### src/rtl/nonce_search.sv
// Mining controller feeding sha256d_wrapper. It holds the header prefix, serves word requests
// with the nonce spliced in, and scans each digest for leading zeros. HASH_REVERSE_EN scans the digest last byte first.
module nonce_search #(
    parameter int NONCE_WORD = 19,
    parameter int HDR_BYTES  = 76
) (
    input  logic         clk,
    input  logic         rst_n,
    input  logic         load_clr,
    input  logic         load_valid,
    input  logic [7:0]   load_byte,
    output logic         load_ready,
    input  logic         start,
    input  logic         abort,
    input  logic [31:0]  nonce_init,
    input  logic [8:0]   target_zeros,
    output logic         busy,
    output logic         found,
    output logic         exhausted,
    output logic [31:0]  nonce_out,
    output logic         s_start,
    output logic         s_rdy,
    output logic [31:0]  s_data,
    input  logic [4:0]   s_addr,
    input  logic         s_rq,
    input  logic [255:0] s_hash,
    input  logic         s_done
);
    localparam logic [1:0] S_IDLE  = 2'd0;
    localparam logic [1:0] S_HASH  = 2'd1;
    localparam logic [1:0] S_CHECK = 2'd2;
    localparam int         KW      = $clog2(HDR_BYTES + 1);
    localparam logic [4:0] NW_IDX  = 5'(NONCE_WORD);

    logic [1:0]    state;
    logic [31:0]   hdr [NONCE_WORD];
    logic [KW-1:0] k;
    logic          hdr_full;
    logic [31:0]   nonce;
    logic [8:0]    target;
    logic          rq_prev, rq_edge;
    logic [4:0]    addr_q;
    logic [255:0]  scan;
    logic [8:0]    zcnt;
    logic [4:0]    j;
    logic          abort_lat;

    logic [31:0]   word_sel;
    logic [7:0]    cur_byte;
    logic [3:0]    lz;
    logic [8:0]    zsum;
    logic          pass, scan_end, load_take;

    assign load_ready = (state == S_IDLE) && !hdr_full;
    assign busy       = (state != S_IDLE);
    assign load_take  = load_valid && load_ready && !load_clr;

    // Header storage carries no reset; hdr_full gates any use of stale contents.
    always_ff @(posedge clk) begin
        if (load_take)
            hdr[k[KW-1:2]][{2'd3 - k[1:0], 3'b000} +: 8] <= load_byte;
    end

    always_comb begin
        word_sel = 32'h0;
        if (addr_q < NW_IDX)
            word_sel = hdr[addr_q];
        else if (addr_q == NW_IDX)
            word_sel = {nonce[7:0], nonce[15:8], nonce[23:16], nonce[31:24]};
    end

    always_comb begin
`ifdef HASH_REVERSE_EN
        cur_byte = scan[{j, 3'b000} +: 8];
`else
        cur_byte = scan[{~j, 3'b000} +: 8];
`endif
        lz = 4'd8;
        for (int b = 0; b < 8; b++)
            if (cur_byte[b]) lz = 4'(7 - b);
        zsum     = zcnt + 9'(lz);
        pass     = (zsum >= target);
        scan_end = (cur_byte != 8'h0) || pass || (j == 5'd31);
    end

    always_ff @(posedge clk or negedge rst_n) begin
        if (!rst_n) begin
            state     <= S_IDLE;
            k         <= '0;
            hdr_full  <= 1'b0;
            nonce     <= 32'h0;
            target    <= 9'h0;
            found     <= 1'b0;
            exhausted <= 1'b0;
            nonce_out <= 32'h0;
            s_start   <= 1'b0;
            s_rdy     <= 1'b0;
            s_data    <= 32'h0;
            rq_prev   <= 1'b0;
            rq_edge   <= 1'b0;
            addr_q    <= 5'h0;
            scan      <= '0;
            zcnt      <= 9'h0;
            j         <= 5'h0;
            abort_lat <= 1'b0;
        end else begin
            s_start <= 1'b0;
            s_rdy   <= 1'b0;
            rq_prev <= s_rq;
            rq_edge <= 1'b0;
            if (rq_edge) begin
                s_rdy  <= 1'b1;
                s_data <= word_sel;
            end
            case (state)
                S_IDLE: begin
                    abort_lat <= 1'b0;
                    if (load_clr) begin
                        k        <= '0;
                        hdr_full <= 1'b0;
                    end else if (load_take) begin
                        k <= k + 1'b1;
                        if (k == KW'(HDR_BYTES - 1)) hdr_full <= 1'b1;
                    end
                    if (start && hdr_full) begin
                        nonce     <= nonce_init;
                        target    <= target_zeros;
                        found     <= 1'b0;
                        exhausted <= 1'b0;
                        s_start   <= 1'b1;
                        state     <= S_HASH;
                    end
                end
                S_HASH: begin
                    if (abort) abort_lat <= 1'b1;
                    if (s_rq && !rq_prev) begin
                        rq_edge <= 1'b1;
                        addr_q  <= s_addr;
                    end
                    if (s_done) begin
                        if (abort_lat || abort) begin
                            state <= S_IDLE;
                        end else begin
                            scan  <= s_hash;
                            zcnt  <= 9'h0;
                            j     <= 5'h0;
                            state <= S_CHECK;
                        end
                    end
                end
                S_CHECK: begin
                    if (abort) abort_lat <= 1'b1;
                    if (abort_lat) begin
                        state <= S_IDLE;
                    end else begin
                        zcnt <= zsum;
                        j    <= j + 5'd1;
                        if (scan_end) begin
                            if (pass) begin
                                found     <= 1'b1;
                                nonce_out <= nonce;
                                state     <= S_IDLE;
                            end else if (nonce == 32'hFFFF_FFFF) begin
                                exhausted <= 1'b1;
                                state     <= S_IDLE;
                            end else begin
                                nonce   <= nonce + 32'd1;
                                s_start <= 1'b1;
                                state   <= S_HASH;
                            end
                        end
                    end
                end
                default: state <= S_IDLE;
            endcase
        end
    end
endmodule

### config.mk
export PLATFORM = sky130hd
export DESIGN_NAME = nonce_search
export DESIGN_NICKNAME = d
export VERILOG_FILES = /design/src/rtl/nonce_search.sv
export SDC_FILE = /design/constraint.sdc
export NUM_CORES = 1
export LEC_CHECK = 0
export CORE_UTILIZATION = 60
export DETAILED_ROUTE_END_ITERATION = 10
export PLACE_DENSITY = 0.82
export SLEW_MARGIN = 20
export SYNTH_ARGS = -nofsm -noshare
export SYNTH_HDL_FRONTEND = slang
export SYNTH_SLANG_ARGS = --single-unit
### constraint.sdc
create_clock -name clk -period 16.15 [get_ports clk]
set_input_delay 3.23 -clock clk [delete_from_list [all_inputs] [get_ports clk]]
set_output_delay 3.23 -clock clk [all_outputs]
set_load 0.02 [all_outputs]
=== After elaboration in Yosys (flattened, before gate mapping) ===
Memory sizes are Yosys's and may differ from the RTL's.
Cells that the tools add are included.

* Bits in writable memories: 608
* Output and inout bits: 70
* Input bits: 318
* Memories: 1
* ROM bits: 0
* Register bits: 397
* Logic and storage cells: 142
* Bits in latches: 0

{| class="wikitable"
|+ Memories
! memory !! depth !! width !! rd ports !! clocked after memory_dff !! wr ports !! line !! RTL
|-
| hdr || 19 || 32 || 1 || 0 || 1 || 36 || <nowiki>logic [31:0] hdr [NONCE_WORD];</nowiki>
|}

* Multiply operators: 0
* Divide/modulo/power cells: 0
* $add $sub $neg: 6
* Multiplexer cells: 60
* Bitwise gates (word level): 3
* Shift-type cells: 3
* Order comparisons: 2
* Equal/unequal tests: 17
* Reductions and logical operators: 32

{| class="wikitable"
|+ Operators with widths
! cell !! count
|-
| 32-bit 2-to-1 mux || 8
|-
| 256-bit by 9-bit indexed part select with 8-bit output || 1
|-
| 32-bit case mux with 2 select lines || 1
|-
| 32-bit by 1-bit adder with 32-bit output (second input constant) || 1
|-
| 32-bit == test (second input constant) || 1
|-
| 4-bit 2-to-1 mux || 8
|-
| 8-bit by 7-bit variable shift with 32-bit output (first input constant) || 1
|-
| 8-bit by 7-bit indexed part select with 32-bit output || 1
|-
| 9-bit 2-to-1 mux || 3
|-
| 1-bit 2-to-1 mux || 23
|-
| 9-bit case mux with 2 select lines || 1
|-
| 2-bit inequality test (second input constant) || 8
|-
| 5-bit 2-to-1 mux || 3
|-
| 7-bit 2-to-1 mux || 2
|-
| 6-bit AND reduction || 2
|-
| 2-bit nonzero test || 6
|-
| 5-bit == test (second input constant) || 2
|-
| 2-bit 2-to-1 mux || 5
|-
| 5-bit case mux with 2 select lines || 1
|-
| 9-bit by 4-bit adder with 9-bit output || 1
|-
| 9-bit >= comparator || 1
|-
| 3-bit AND reduction || 3
|-
| 1-bit case mux with 2 select lines || 4
|-
| 2-bit AND reduction || 4
|-
| other kinds (21) || 32
|}

=== Depth between registers and ports, before layout ===
Gate-level depths: netlist of run 1.

* Depth after elaboration: 17
* Depth in mapped cells: 26
* Mapped depth without buffers: 21

=== Worst setup path after synthesis of run 1 ===
No wires, ideal clock.

* Path kind: reg2reg
* From: register j[0]
* To: register nonce[13]
* Library setup time: 139 ps
* Slack: 10,399 ps
* Data arrival time: 5,612 ps
* Stages on the path, launching flop included: 24
* Path buffers: 4
* Data required time: 16,011 ps
* Clock period less this slack: 5,751 ps
* Cells stage by stage: dfrtp_1 > buf_6 > buf_6 > buf_4 > mux2_2 > a221oi_1 > o211ai_1 > a211oi_2 > or2b_1 > a21oi_1 > ha_1 > a21o_1 > a21oi_1 > nor2b_1 > o21ai_0 > nor2_1 > xor2_1 > ha_1 > or3_1 > o32ai_2 > o2111ai_4 > buf_4 > o311ai_0 > o21ai_0

* Cells in the longest elaborated chain, start to end: 16
* Elaborated cells between the ends (all ways): 19
* Classes of those cells: add/sub (1); order compare (1); eq/ne (3); shift (1); mux (8); bitwise (1); reduce/logical (4)

{| class="wikitable"
|+ Ends and longest elaborated chain
! item !! line !! RTL
|-
| start, declared || 45 || <nowiki>logic [4:0] j;</nowiki>
|-
| start signal, assigned || 157 || <nowiki>j <= j + 5'd1;</nowiki>
|-
| 5-bit NOT || 76 || <nowiki>cur_byte = scan[{~j, 3'b000} +: 8];</nowiki>
|-
| 256-bit by 9-bit indexed part select with 8-bit output || 76 ||
|-
| 4-bit 2-to-1 mux (8 in a row) || 80 || <nowiki>if (cur_byte[b]) lz = 4'(7 - b);</nowiki>
|-
| 9-bit by 4-bit adder with 9-bit output || 81 || <nowiki>zsum = zcnt + 9'(lz);</nowiki>
|-
| 9-bit >= comparator || 82 || <nowiki>pass = (zsum >= target);</nowiki>
|-
| 1-bit logical OR (2 in a row) || 83 || <nowiki>scan_end = (cur_byte != 8'h0) || pass || (j == 5'd31);</nowiki>
|-
| 2-bit inequality test (no source line) || - ||
|-
| 6-bit AND reduction (no source line) (*) || - ||
|-
| end signal, assigned || 126 || <nowiki>nonce <= nonce_init;</nowiki>
|-
| end signal, assigned || 167 || <nowiki>nonce <= nonce + 32'd1;</nowiki>
|-
| end, declared || 39 || <nowiki>logic [31:0] nonce;</nowiki>
|}

Every way passes the cells marked *; elsewhere a longest branch is shown, timed or not.
A chain may end at the register's enable or synchronous reset.

=== Worst setup path after layout of run 1 ===
Ends and elaborated chain as after synthesis.

==> flow_summary.json, run 1 <==
{
  "outcome": "finished clean",
  "wl_per_cell_um": 28.46,
  "grt.met3_usage_pct": 6.863,
  "relSlewSlack_pct": 28.35,
  "minimum_clock_period_ns": 7.771,
  "postLayoutCellArea_mm2": 0.05040,
  "clock_tree_from_tritoncts": "built",
  "ys_types": 75,
  "cts_max_path_buffers": 3,
  "die_y_um": 268.3,
  "gp_congestion": 0.9327,
  "grtUsageMet1_pct": 42.33,
  "cp.required_ns": 16.65,
  "cells_along_the_critical_path": "buf_4, mux4_2, a22o_1, a211o_1, a211oi_2, or2b_1, a21oi_1, ha_1, a21o_1, a21oi_1, nor2b_1, o21ai_0, nor2_1, xor2_1, ha_1, or3_1, o32ai_2, o2111ai_4, o311ai_0, o21ai_0",
  "power.density_mw_per_mm2": 177.0,
  "part_of_the_yosys_area_used_for_sequential_elements_pct": 66.24,
  "syn-cell-area_mm2": 0.04256,
  "type_of_destination_of_the_critical_path": "flop",
  "max_slew.worst_pin.slew_ns": 1.071,
  "tritoncts.num_buffers": 100,
  "cts_hold_repair.buffers": 0,
  "postCtsResizedCells": 0,
  "timing.reg2reg.setup_slack_ns": 8.38,
  "grt_usage_pct": 31.92,
  "layout.nets": 3285,
  "num_rows": 97,
  "leading_register_cell_type_out_of_synthesis": "edfxtp_1",
  "power.share.sequential_pct": 42.2,
  "vdd_drop_max_mv": 0.2411,
  "switching_power_uw": 2920,
  "globalRoute.busiestLayer": "met2",
  "route.vias.total": 25620,
  "synthToLayoutAreaGrowth_pct": 18.42,
  "max_cap_viol_count": 0,
  "pin_count_of_the_biggest_net_entering_global_routing": 178,
  "setup-violations-final": 0,
  "power.internal_uw": 6001,
  "detail_route.first_pass.iterations": 5,
  "initial_utilization_pct": 60.67,
  "power.switching_fraction_pct": 32.74,
  "routed_wire_length_um": 113200,
  "final_number_of_max_transition_violations": 0,
  "die-area_mm2": 0.07200,
  "viasPerCell": 6.441,
  "antenna_violating_nets_post_route": 0,
  "worst_ep_arrival_ns": 8.27,
  "cts_num_sinks": 1005,
  "timing_worst_setup_path_type": "reg -> reg",
  "critPathMaxStageDelay_ns": 0.80,
  "slowest_stage": "buf_4",
  "grt_pass1_vias": 26500,
  "first_pass_grt_wire_length_um": 168200,
  "synth_top_area_cell": "edfxtp_1",
  "synth_edf_count": 608,
  "final_hold_viol_count": 0,
  "asyncSetResetFlopFracSynth_pct": 39.50,
  "biggest_area_contributors_in_the_synthesized_netlist": "edfxtp_1 43%, dfrtp_1 23%, mux4_2 11%, mux2_2 8.1%, mux2i_1 2.4%",
  "cts_max_level": 3,
  "clk-insertion-delay-late_ns": 0.67,
  "die_width_um": 268.3,
  "layout-drive-gt1-share_pct": 23.34,
  "maxClockFrequency_mhz": 128.7,
  "layout_worst_path_cycle_share_pct": 48.12,
  "antenna_found_initial": 16,
  "number_of_port_buffers": 387,
  "iter_0_drt_violations": 3287,
  "postSynthRegisterBits": 1005,
  "final.setup_skew_ns": 0.02227,
  "clk_pin_slew_worst_paths_ns": 0.06,
  "cts_post_setup_buffers_inserted": 0,
  "min_path_type": "reg -> reg",
  "top_level_ports": 388,
  "critPathLaunchType": "flop",
  "syn_inst": 2586,
  "clkPwrFrac_pct": 25.2,
  "root_buffer": "clkbuf_16",
  "grt-ovfl-total": 0,
  "core_area_mm2": 0.07015,
  "synthesized_area_per_cell_um2": 16.46,
  "globalRouteMet2Util_pct": 51.85,
  "total_leakage_power_uw": 0.01817,
  "timing.critical_path.buf_inv": 1,
  "number_of_nets_in_the_synthesized_netlist": 2930,
  "timing.critical_path.fanout_max": 51,
  "route.detailed.drc": 0,
  "detailed_place.area_mm2": 0.04716,
  "hpwl_um": 76200,
  "sum_of_negative_setup_slack_ns": 0,
  "netlist.area_leader.share_pct": 42.90,
  "rsz0062_at_grt": "no",
  "ys.warnings.count": 0,
  "power_frac_comb_pct": 32.5,
  "cp_top_family": "compound AO/OA/AOI/OAI gates"
}
-- power by group through the flow --
stage | sequential (uW) | combinational [uW] | clock [uW]
final | 3770 | 2900 | 2250
after global routing | 3820 | 3090 | 2360
after CTS | 3750 | 2890 | 2260
after detailed placement | 3790 | 2850 | 0
after global placement | 3770 | 2750 | 0
after floorplan | 3640 | 1970 | 0
-- worst register-to-register path: cells and delay by family (launching register included) --
kind | cells | cell delay [ns]
XOR/XNOR | 1 | 0.18
adder cells (fa/ha/maj) | 2 | 0.52
multiplexers | 1 | 0.63
buffers and inverters | 1 | 0.81
AO/OA/AOI/OAI | 11 | 3.88
AND/OR/NAND/NOR | 4 | 0.88
flip-flops | 1 | 0.74
-- layout by cell type (no fill, tap or decap), types with 10 or more instances in the layout --
cell type / n
clkbuf_16: 100
clkdlybuf4s50_1: 386
o21ai_0: 49
nand2_1: 116
mux4_2: 207
and2_1: 37
nor2_1: 199
clkbuf_1: 31
inv_1: 28
o22a_1: 15
clkinv_1: 14
edfxtp_1: 608
nand3_1: 29
dfrtp_1: 390
a21oi_1: 85
clkinv_2: 17
diode_2: 16
nand4_1: 21
o211ai_1: 10
mux2i_1: 102
nor3_1: 14
ha_1: 24
buf_4: 23
mux2_2: 306
-- per-stage QoR --
step	setup slack, ns	total power (uW)	hold slack [ns]	util [%]	std cells
3_5_place_dp	8.413	6645	0.4662	67.23	3777
6_report	8.379	8921	0.4893	71.85	3977
3_3_place_gp	8.557	6520	0.4585	67.23	3777
4_1_cts	8.393	8908	0.4816	71.70	3959
2_1_floorplan	10.40	5610	0.3520	-	2586
5_1_grt	7.960	9261	0.4922	71.84	3975
-- area by class of cell --
| type | count | area (um^2) |
|---|---|---|
| inverter | 29 | 108.9 |
| multi-input combinational | 1391 | 13590 |
| fill | 4260 | 19750 |
| timing repair buffer | 414 | 4138 |
| clock buffer | 138 | 2709 |
| clock inverter | 44 | 431.7 |
| tap | 940 | 1176 |
| sequential | 1005 | 28210 |
| antenna | 16 | 40.04 |
-- Yosys cell counts, drive strengths merged, types with 6 or more instances --
cell,number
nand4,21
o22a,15
edfxtp,608
o21ai,54
and3,6
buf,43
or3,8
a21o,9
nor2,200
inv,28
nor2b,10
nor3,16
a21oi,85
dfrtp,397
o32a,9
mux2i,102
a22oi,11
xor2,8
mux4,207
nand2,116
a22o,8
mux2,309
clkbuf,118
and2,38
o211ai,10
nand3,29
ha,25
-- layer usage --
layer	share of wire [%]	vias to the layer above
met5	0.011	-
li1	-	10710
met3	8.9	281
met1	38	13210
met2	49	1422
met4	4.1	2
-- worst paths after layout --
path	start	endpoint	cells after the start
max in group asynchronous	rst_n	nonce[22]	5
min in group asynchronous	rst_n	scan[240]	1
max	j[0]	nonce[13]	20
min reg2reg	zcnt[2]	zcnt[2]	2
min	zcnt[2]	zcnt[2]	2
max reg2reg	j[0]	nonce[13]	20
-- state kept, by name (all words and copies together) (netlist names) --
name	flops
hdr	608
nonce_out	32
k	7
hdr_full	1
scan	256
exhausted	1
rq_prev	1
found	1
abort_lat	1
rq_edge	1
s_start	1
state	2
s_rdy	1
j	5
addr_q	5
nonce	32
zcnt	9
s_data	32
target	9
-- logic make-up (layout without fill, tap and decap cells) --
group	Yosys count	after routing	share of synthesized area (%)
buf+inv	190	625	1.879
mux	618	618	21.53
flops	1005	1005	66.24
other cells	0	16	0
xor+xnor	13	13	0.2675
compound gates	264	264	4.254
simple gates	470	470	5.048
fa+ha+maj	26	26	0.7820
(Power assumes the default switching activity.)
==> inputs of run 2 (changes only) <==
--- a/config.mk
+++ b/config.mk
@@ -5,9 +5,9 @@
 export SDC_FILE = /design/constraint.sdc
 export NUM_CORES = 1
 export LEC_CHECK = 0
-export CORE_UTILIZATION = 60
+export CORE_UTILIZATION = 58
 export DETAILED_ROUTE_END_ITERATION = 10
-export PLACE_DENSITY = 0.82
+export PLACE_DENSITY = 0.79
 export SLEW_MARGIN = 20
 export SYNTH_ARGS = -nofsm -noshare
 export SYNTH_HDL_FRONTEND = slang
==> constraint.sdc (replaced) <==
create_clock -name clk -period 7.9 [get_ports clk]
set_input_delay 1.58 -clock clk [delete_from_list [all_inputs] [get_ports clk]]
set_output_delay 1.58 -clock clk [all_outputs]
set_load 0.02 [all_outputs]
==> flow_summary.json, run 2 (synthesis results as in run 1) <==
{
  "core_area_mm2": 0.07210,
  "cts_num_sinks": 1005,
  "antenna_violating_nets_post_route": 0,
  "route.vias.total": 25590,
  "dpl.cell_count": 3786,
  "rsz0062_at_grt": "no",
  "gp_congestion": 0.9106,
  "critPathLaunchType": "flop",
  "root_buffer": "clkbuf_16",
  "largest_register_ffs": 608,
  "final_number_of_max_transition_violations": 0,
  "wl_per_cell_um": 28.76,
  "route.detailed.drc": 0,
  "met1_length_um": 43630,
  "die-area_mm2": 0.07447,
  "timing_worst_setup_path_type": "reg -> reg",
  "max_cap_viol_count": 0,
  "layout_worst_path_cycle_share_pct": 89.44,
  "layout.nets": 3281,
  "postCtsResizedCells": 0,
  "total_leakage_power_uw": 0.01829,
  "initial_utilization_pct": 59.03,
  "minimum_clock_period_ns": 7.065,
  "layout_common_cells": "608 x edfxtp_1, 390 x dfrtp_1, 386 x clkdlybuf4s50_1, 306 x mux2_2, 207 x mux4_2",
  "wl_met2_um": 57660,
  "final_hold_viol_count": 0,
  "grt_usage_pct": 31.18,
  "hpwl_um": 76060,
  "detail_route.first_pass.iterations": 7,
  "cts_max_level": 3,
  "iter_0_drt_violations": 3220,
  "maxClockFrequency_mhz": 141.5,
  "routed_wire_length_um": 114600,
  "sum_of_negative_setup_slack_ns": 0,
  "min_path_type": "reg -> reg",
  "vdd_drop_max_mv": 0.6987,
  "relSlewSlack_pct": 26.92,
  "worst_ep_arrival_ns": 7.60,
  "clock_tree_from_tritoncts": "built",
  "timing.critical_path.fanout_max": 24,
  "cp.required_ns": 8.43,
  "clk-insertion-delay-late_ns": 0.67,
  "die_y_um": 272.9,
  "power.density_mw_per_mm2": 368.2,
  "setup-violations-final": 0,
  "grt_pass1_vias": 26220,
  "synthToLayoutAreaGrowth_pct": 19.15,
  "antenna_found_initial": 11,
  "cts_post_setup_buffers_inserted": 0,
  "most_common_cell_after_layout_fill_and_taps_aside": "edfxtp_1",
  "top_level_ports": 388,
  "number_of_port_buffers": 387,
  "first_pass_grt_wire_length_um": 169900,
  "tritoncts.num_buffers": 99,
  "num_rows": 98,
  "clk_pin_slew_worst_paths_ns": 0.06,
  "viasPerCell": 6.422,
  "cts_max_path_buffers": 3,
  "grt-ovfl-total": 0,
  "max_slew.worst_pin.slew_ns": 1.096,
  "final.setup_skew_ns": 0.02705,
  "routed.top_layer": "met4",
  "detailed_route_wirelength_on_metal3_um": 9565,
  "pin_count_of_the_biggest_net_entering_global_routing": 166,
  "type_of_destination_of_the_critical_path": "flop",
  "cts_hold_repair.buffers": 0,
  "die_width_um": 272.9,
  "post_layout_nonfiller_instances": 3984,
  "fin_hold_ws_ns": 0.4811,
  "layout-drive-gt1-share_pct": 24.12,
  "outcome": "finished clean"
}
-- run 2: cell types whose count changed in the layout (fill, tap and decap cells not counted), sizes merged --
cell	delta
buf	-3
bufinv	+6
clkbuf	-8
clkinv	-1
clkinvlp	+10
diode	-5
inv	-2
-- run 2: final timing paths --
| check | start | end | slack, ns | cells past startpoint |
|---|---|---|---|---|
| worst min register to register | zcnt[2] | zcnt[2] | 0.48 | 2 |
| min in group asynchronous | rst_n | scan[45] | 0.92 | 1 |
| worst max register to register | j[1] | state[0] | 0.83 | 20 |
| worst min-delay path | zcnt[2] | zcnt[2] | 0.48 | 2 |
| max in group asynchronous | rst_n | scan[230] | 5.55 | 2 |
| worst max-delay path | j[1] | state[0] | 0.83 | 20 |
-- run 2: final cells by class --
| cell class | instances | area [um^2] |
|---|---|---|
| clock inverters | 57 | 709.4 |
| repair buffers | 411 | 4121 |
| inverters | 29 | 108.9 |
| flip-flops and latches | 1005 | 28210 |
| fillers | 4493 | 21390 |
| diodes | 11 | 27.53 |
| clock buffers | 130 | 2756 |
| multi-input cells | 1391 | 13590 |
| well taps | 950 | 1189 |
-- run 2: where the power goes --
| group | internal, uW | leakage (uW) | switching, uW | total (uW) |
|---|---|---|---|---|
| logic | 2900 | 0.00621 | 3140 | 6040 |
| registers | 6790 | 0.0104 | 894 | 7680 |
| clock network | 2880 | 0.00168 | 2070 | 4950 |
| total | 12600 | 0.0183 | 6110 | 18700 |
-- run 2: metal layers --
layer / vias up / track usage (%)
met2: 1421 / 51.76
met5: - / 0
met1: 13250 / 42.14
met4: 0 / 10.23
met3: 227 / 5.492
li1: 10690 / -
-- run 2: worst max-delay path, stage by stage (launching register included) --
cell,delay [ns]
dfrtp_1,0.79
buf_4,0.47
nor2b_1,0.77
a22o_1,0.27
a211o_1,0.15
a22oi_2,0.12
or2b_1,0.24
a21oi_1,0.34
ha_1,0.30
a21o_1,0.17
a21oi_1,0.21
nor2b_1,0.07
o21ai_0,0.41
nor2_1,0.12
xor2_1,0.18
ha_1,0.19
or3_1,0.40
o32a_1,0.40
nor3_2,0.65
a221o_1,0.31
mux2_2,0.35
-- run 2: stage by stage --
stage                     power, uW  area (um^2)  util [%]  setup slack (ns)
after floorplan               11470        42560         -             2.149
after global placement        13500        47210     65.48            0.9740
after detailed placement      13700        47210     65.48            0.9377
after CTS                     18670        50680     70.29            0.8759
after global routing          19380        50710     70.33            0.4794
final                         18670        50710     70.33            0.8345
==> inputs of run 3 (changes only) <==
--- a/config.mk
+++ b/config.mk
@@ -8,6 +8,7 @@
 export CORE_UTILIZATION = 58
 export DETAILED_ROUTE_END_ITERATION = 10
 export PLACE_DENSITY = 0.79
+export SKIP_LAST_GASP = 1
 export SLEW_MARGIN = 20
 export SYNTH_ARGS = -nofsm -noshare
 export SYNTH_HDL_FRONTEND = slang
==> constraint.sdc (replaced) <==
create_clock -name clk -period 7.2 [get_ports clk]
set_input_delay 1.44 -clock clk [delete_from_list [all_inputs] [get_ports clk]]
set_output_delay 1.44 -clock clk [all_outputs]
set_load 0.02 [all_outputs]
==> flow_summary.json, run 3 (synthesis results as in run 1) <==
{
  "final_hold_viol_count": 0,
  "largest_register_ffs": 608,
  "number_of_port_buffers": 387,
  "root_buffer": "clkbuf_16",
  "layout.nets": 3289,
  "clk_pin_slew_worst_paths_ns": 0.06,
  "first_pass_grt_wire_length_um": 169400,
  "hpwl_um": 76810,
  "final.setup_skew_ns": 0.03443,
  "clk-insertion-delay-late_ns": 0.69,
  "die-area_mm2": 0.07447,
  "top_level_ports": 388,
  "clock_tree_from_tritoncts": "built",
  "layout_worst_path_cycle_share_pct": 90.70,
  "minimum_clock_period_ns": 6.531,
  "final_number_of_max_transition_violations": 0,
  "max_cap_viol_count": 0,
  "relSlewSlack_pct": 25.54,
  "iter_0_drt_violations": 3284,
  "setup-violations-final": 0,
  "vdd_drop_max_mv": 0.4568,
  "synthToLayoutAreaGrowth_pct": 18.85,
  "tritoncts.num_buffers": 99,
  "cts_post_setup_buffers_inserted": 0,
  "route.vias.total": 25400,
  "power.density_mw_per_mm2": 399.8,
  "final_core_utilization_pct": 70.16,
  "cp.required_ns": 7.72,
  "route.detailed.drc": 0,
  "timing.reg2reg.setup_slack_ns": 0.67,
  "viasPerCell": 6.353,
  "layout.filler_cells": 4561,
  "initial_utilization_pct": 59.03,
  "cts_num_sinks": 1005,
  "grt_pass1_vias": 26160,
  "postCtsResizedCells": 0,
  "timing.critical_path.fanout_max": 29,
  "die_width_um": 272.9,
  "maxClockFrequency_mhz": 153.1,
  "max_slew.worst_pin.slew_ns": 1.117,
  "die_y_um": 272.9,
  "detail_route.first_pass.iterations": 6,
  "layout-drive-gt1-share_pct": 23.45,
  "antenna_violating_nets_post_route": 0,
  "cts_max_path_buffers": 3,
  "type_of_destination_of_the_critical_path": "flop",
  "num_rows": 98,
  "sum_of_negative_setup_slack_ns": 0,
  "outcome": "finished clean",
  "fin_hold_ws_ns": 0.5055,
  "rsz0062_at_grt": "no",
  "routed_wire_length_um": 114700,
  "finalWorstSetupSlack_ns": 0.6695,
  "min_path_type": "reg -> reg",
  "most_common_cell_after_layout_fill_and_taps_aside": "edfxtp_1",
  "post-place-ws_ns": 0.7139,
  "total_leakage_power_uw": 0.01823,
  "grt_usage_pct": 31.17,
  "timing_worst_setup_path_type": "reg -> reg",
  "core_area_mm2": 0.07210,
  "cts_max_level": 3,
  "finalPower_uw": 20230,
  "wl_per_cell_um": 28.69,
  "layout_common_cells": "608 x edfxtp_1, 390 x dfrtp_1, 386 x clkdlybuf4s50_1, 306 x mux2_2, 207 x mux4_2",
  "pin_count_of_the_biggest_net_entering_global_routing": 154,
  "gp_congestion": 0.9388,
  "grt-ovfl-total": 0,
  "critPathLaunchType": "flop",
  "antenna_found_initial": 24,
  "cts_hold_repair.buffers": 0,
  "worst_ep_arrival_ns": 7.05
}
-- run 3: changes by cell type in the layout (fill, tap and decap cells not counted), moves of 5 or more --
cell	before	now
buf_4	19	26
bufinv_16	12	7
clkbuf_1	14	26
clkinv_1	9	18
clkinv_2	17	10
clkinvlp_4	10	1
diode_2	11	24
-- run 3: path summary, 6_finish.rpt --
| check | start | to | cells after the start |
|---|---|---|---|
| min in group asynchronous | rst_n | scan[45] | 1 |
| max in group asynchronous | rst_n | rq_edge | 2 |
| min | nonce_out[27] | nonce_out[27] | 1 |
| min reg2reg | nonce_out[27] | nonce_out[27] | 1 |
| max | j[0] | nonce[13] | 23 |
| max reg2reg | j[0] | nonce[13] | 23 |
-- run 3: final cells by class --
type                       count  area (um^2)  share of cell area, %
antenna                       24        60.06                 0.1187
clock buffer                 135         2713                  5.363
multi-input combinational   1391        13590                  26.86
timing repair buffer         419         4194                  8.291
tap                          950         1189                  2.350
sequential                  1005        28210                  55.77
clock inverter                45        520.5                  1.029
inverter                      29        108.9                 0.2152
-- run 3: stage by stage --
stage | cells | instance area (um^2)
5_1_grt | 3996 | 50580
2_1_floorplan | 2586 | 42560
6_report | 3998 | 50580
4_1_cts | 3974 | 50520
3_3_place_gp | 3793 | 47270
3_5_place_dp | 3794 | 47290
-- run 3: report_power, final --
group          total (uW)  internal, uW  leakage (uW)  switching [uW]
clock                5170          2910       0.00157            2260
sequential           8510          7450        0.0104            1060
combinational        6550          3190       0.00626            3360
total               20200         13600        0.0182            6670
-- run 3: per-layer routing --
| layer | part of all wire [%] | vias to the layer above | track usage, % |
|---|---|---|---|
| met5 | 0.011 | - | 0 |
| met4 | 4.4 | 2 | 13.08 |
| met3 | 8.5 | 252 | 5.887 |
| met2 | 49 | 1326 | 50.19 |
| met1 | 38 | 13090 | 42.08 |
| li1 | - | 10730 | - |
-- run 3: critical path, cell delays in order, from the launching register on --
cell and delay [ns]:
dfrtp_4 0.76, buf_4 0.36, mux4_2 0.56, a22o_1 0.20
a211o_1 0.31, nand2_1 0.07, a32oi_1 0.10, or3_1 0.33
a21boi_0 0.16, o2bb2a_1 0.24, ha_1 0.22, fa_1 0.23
a21o_1 0.14, a21oi_1 0.09, nor2_1 0.26, nand3_1 0.13
xnor2_1 0.16, ha_1 0.22, or3_1 0.35, o32ai_2 0.30
buf_4 0.24, o2111ai_4 0.35, o311ai_0 0.43, o21ai_0 0.14
==> RTL edit 1, RTL diff (settings of run 2) <==
Add a define of `HASH_REVERSE_EN`.
--- a/src/rtl/nonce_search.sv
+++ b/src/rtl/nonce_search.sv
@@ -1,5 +1,7 @@
 // Mining controller feeding sha256d_wrapper. It holds the header prefix, serves word requests
 // with the nonce spliced in, and scans each digest for leading zeros. HASH_REVERSE_EN scans the digest last byte first.
+`define HASH_REVERSE_EN
+
 module nonce_search #(
     parameter int NONCE_WORD = 19,
     parameter int HDR_BYTES  = 76
Function: same outputs for any inputs over 4 cycles, from zero or initial values and one cycle with rst_n low; that may be too few to reach the edited logic, so the function may still have changed.
==> RTL edit 1 against run 2 <==
- hold slack gained 0.012 ns
- synthesized cell count up 1.0%
- final area is essentially flat
- critical path type unchanged
- routed wire length fell by 0.49%
- area after synthesis up 0.14%
- sequential cell count stayed put
- worst setup slack improved by 0.15 ns
Power is not compared: it rests on default switching activity, and its combinational part moved more than twofold at a synthesized area within 25%.
==> RTL edit 1: results (changes against run 2) <==
status:
  status: "complete, no violations"
layout:
  nets: 3312  # +0.94%
  drive_above_1_share: 0.2423  # +0.001144
  flops_and_latches: 1005  # unchanged
  multi_input_area_share: 0.2699  # +0.001972
  n_antenna_cell: 14  # +3
  inverters: 25  # -14%
  stdcell_area_um2: 50700  # about the same
  nFillCells: 4578  # +1.9%
  clk_share: 0.06560  # -0.002746
  clkbuf_count: 141  # +8.5%
  num-multi-input-gates: 1423  # +2.3%
  instances_no_fill: 4023  # +0.98%
  nonClkBufAreaFrac: 0.08182  # +0.0005405
  buffers_excl_clock: 414  # +0.73%
worst_setup_path:
  critPathCapture: "nonce[1]"
  critical_path_arrival_ns: 7.43  # -0.17 ns
  cp_max_fo: 38  # +58%
floorplan:
  dieArea_um2: 74570  # +0.14%
global_routing:
  grt_pass1_wl_mm: 169.4  # -0.26%
  grt_pass1_vias: 26150  # -0.29%
  grt_util_met1: 0.4235  # +0.002064
  antenna_found_initial: 15  # +4
  grt_usage: 0.3091  # -0.002675
  grtUsageMet2: 0.5066  # -0.01095
  met3_usage: 0.05228  # -0.002636
place:
  place_inst: 3826  # +1.1%
  dpl-instance-area_um2: 47280  # +0.14%
  gp_congestion: 0.9585  # +5.3%
  pre_cts_ws_ns: 1.085  # +0.1471 ns
timing:
  fin_ws_ns: 0.9826  # +0.1481 ns
  fin_hold_ws_ns: 0.4929  # +0.01185 ns
  clock_skew_ns: 0.03335  # +0.006296 ns
  worstMarginPinSlew_ns: 1.095  # -0.001067 ns
route:
  dr_wl_met2_mm: 56.84  # -1.4%
  drt_pass1_iterations: 5  # -2
  viasPerCell: 6.414  # -0.13%
  top_layer_used: "met5"
  drtIter0Drc: 2956  # -8.2%
  drt_wl_total_mm: 114.0  # -0.49%
  route.met3.wl_mm: 8.918  # -6.8%
  m1WireLength_mm: 44.76  # +2.6%
synthesis:
  synthDistinctLibCells: 74  # -1.3%
  synth_nets: 2956  # +0.89%
  synthXorXnorAreaFrac: 0.002466  # -0.0002092
  synth_area_leaders: "edfxtp_1 43%, dfrtp_1 23%, mux4_2 11%"
  syn_inst: 2612  # +1.0%
  synth-main-ff-cell: "edfxtp_1"
  synthTopCellsByCount: "608 x edfxtp_1, 397 x dfrtp_1, 312 x mux2_2, 227 x nor2_1, 199 x mux4_2"
  synth_mux_area_frac: 0.2174  # +0.002110
  synth-compound-area-share: 0.03682  # -0.005725
  synthAdderAreaFrac: 0.007809  # -0.00001079
  seq_area_frac_synth: 0.6615  # -0.0009140
## RTL edit 1: worst max-delay path, cell delays in order (launching register included)
cell and delay, ns:
dfrtp_2 0.97, buf_4 0.47, mux4_2 0.35, mux2i_1 0.23, o2111ai_1 0.17, a22oi_2 0.30
nor2_1 0.07, o311a_1 0.37, ha_1 0.30, a21o_1 0.18, a21oi_1 0.21, nor2b_1 0.07
o21ai_0 0.45, nor2_1 0.14, xor2_1 0.22, ha_1 0.26, o21a_1 0.19, o22a_1 0.28
or4_4 0.67, a21o_1 0.44, mux2_1 0.40
## RTL edit 1: where the power goes
| part | switching, µW | total (µW) | internal (µW) |
|---|---|---|---|
| combinational | 178 | 345 | 166 |
| sequential | 9.30 | 5610 | 5600 |
| clock | 2000 | 4810 | 2810 |
| total | 2190 | 10800 | 8580 |
## RTL edit 1: cells by family after synthesis
family / Yosys count
xor gates and xnor gates: 12
adders and majority gates: 26
buffers and inverters: 184
AOI/OAI and AO/OA: 242
and+or+nand+nor: 516
DFF: 1005
muxes: 627
==> RTL edit 2, RTL diff (flow settings as in run 2) <==
Without the edit above. Make the reset (`rst_n`) synchronous in one clocked block.
--- a/src/rtl/nonce_search.sv
+++ b/src/rtl/nonce_search.sv
@@ -83,7 +83,7 @@
         scan_end = (cur_byte != 8'h0) || pass || (j == 5'd31);
     end
 
-    always_ff @(posedge clk or negedge rst_n) begin
+    always_ff @(posedge clk) begin
         if (!rst_n) begin
             state     <= S_IDLE;
             k         <= '0;
Check against the original RTL: same outputs for any inputs over 4 cycles, from zero or initial values and one cycle with rst_n low; that may be too few to reach the edited logic, so the function may still have changed.
==> RTL edit 2 against run 2 <==
- routed wire length grew 4.8%
- sequential cell count grew 5
- area after synthesis is 1.7% lower
- first-iteration DRC count rose by 31%
- clock skew fell by 0.0070 ns
- count of clock-buffer cells in the layout shrank 1
- final area decreased by 2.5%
- synthesized cell count is 27% higher
- largest cell class unchanged
- core utilization is 1.2 points lower
- maximum frequency grew 1.2%
- worst setup slack better by 0.083 ns
Power is not compared: it rests on default switching activity, and its combinational part moved more than twofold at a synthesized area within 25%.
==> RTL edit 2: results (changes against run 2) <==
timing:
  finalCritPeriodShare: 0.8838  # -0.01054
  worstMarginPinSlew_ns: 1.137  # +0.04057 ns
  fin_hold_ws_ns: 0.4552  # -0.02588 ns
  clock_skew_ns: 0.02001  # -0.007048 ns
synthesis:
  synth_nets: 3638  # +24%
  synth-compound-area-share: 0.08118  # +0.03864
  synthDistinctLibCells: 79  # +5.3%
  synthTopCellsByCount: "670 x nand2_1, 608 x edfxtp_1, 402 x dfxtp_1, 301 x a21oi_1, 208 x mux4_2"
  synthAdderAreaFrac: 0.007954  # +0.0001335
  seq_area_frac_synth: 0.6286  # -0.03378
  synth_seq_cells: 1010  # +0.50%
  synthXorXnorAreaFrac: 0.002721  # +0.00004568
  synth_area_leaders: "edfxtp_1 44%, dfxtp_1 19%, mux4_2 11%"
worst_setup_path:
  rr_endpoint: "nonce[0]"
  slowest_delay_ns: 0.89  # +0.10 ns
  rr_worst_depth: 22  # +10%
  ff2ff_setup_slack_ns: 0.92  # +0.08 ns
  cp_max_fo: 31  # +29%
global_routing:
  grt_usage: 0.3246  # +0.01282
  met3_usage: 0.05787  # +0.002952
  antenna_found_initial: 6  # -5
  grt_max_degree: 153  # -7.8%
  grt_pass1_vias: 28370  # +8.2%
  grtUsageMet2: 0.5198  # +0.002204
layout:
  nFillCells: 4705  # +4.7%
  num-multi-input-gates: 2010  # +45%
  n_antenna_cell: 6  # -5
  clkbuf_count: 129  # -0.77%
  buffers_excl_clock: 421  # +2.4%
  seq_area_um2: 26320  # -6.7%
  clk_share: 0.06451  # -0.003833
  nonClkBufAreaFrac: 0.08447  # +0.003199
  multi_input_area_share: 0.2917  # +0.02374
  nets: 3919  # +19%
route:
  drtIter0Drc: 4225  # +31%
  route.met3.wl_mm: 10.96  # +15%
  drt_pass1_iterations: 6  # -1
  vias: 29210  # +14%
  dr_wl_met2_mm: 57.31  # -0.61%
  wl_per_cell_um: 26.05  # -9.4%
  m1WireLength_mm: 45.29  # +3.8%
hold_path:
  hold_start: "scan[29]"
  holdPathEnd: "scan[29]"
place:
  pre_cts_ws_ns: 1.043  # +0.1049 ns
  gp_congestion: 0.9224  # +1.3%
  hpwl_mm: 80.09  # +5.3%
clocking:
  clk_latency_ns: 0.66
status:
  status: "complete, no violations"
-- RTL edit 2: cell types whose count changed after synthesis, moves of 68 or more --
| cell | run 2 | this run |
|---|---|---|
| nand2_1 | 116 | 670 |
| dfxtp_1 | 0 | 402 |
| dfrtp_1 | 397 | 0 |
| mux2_2 | 306 | 7 |
| a21oi_1 | 85 | 301 |
| clkbuf_1 | 118 | 186 |
-- RTL edit 2: per-stage QoR --
step,utilization,cells,cell area (µm²),total power (µW)
after floorplan,-,3294,41850,5763
after global placement,0.6469,4425,46240,5980
after detailed placement,0.6469,4425,46240,5981
after CTS,0.6915,4602,49430,10560
after global routing,0.6918,4608,49460,10780
final,0.6918,4608,49460,10560
-- RTL edit 2: kinds of logic after synthesis --
logic type	Yosys count
flops	1010
xor+xnor	13
simple gates	1071
buf+inv	274
mux	344
compound gates	556
fa+ha+maj	26
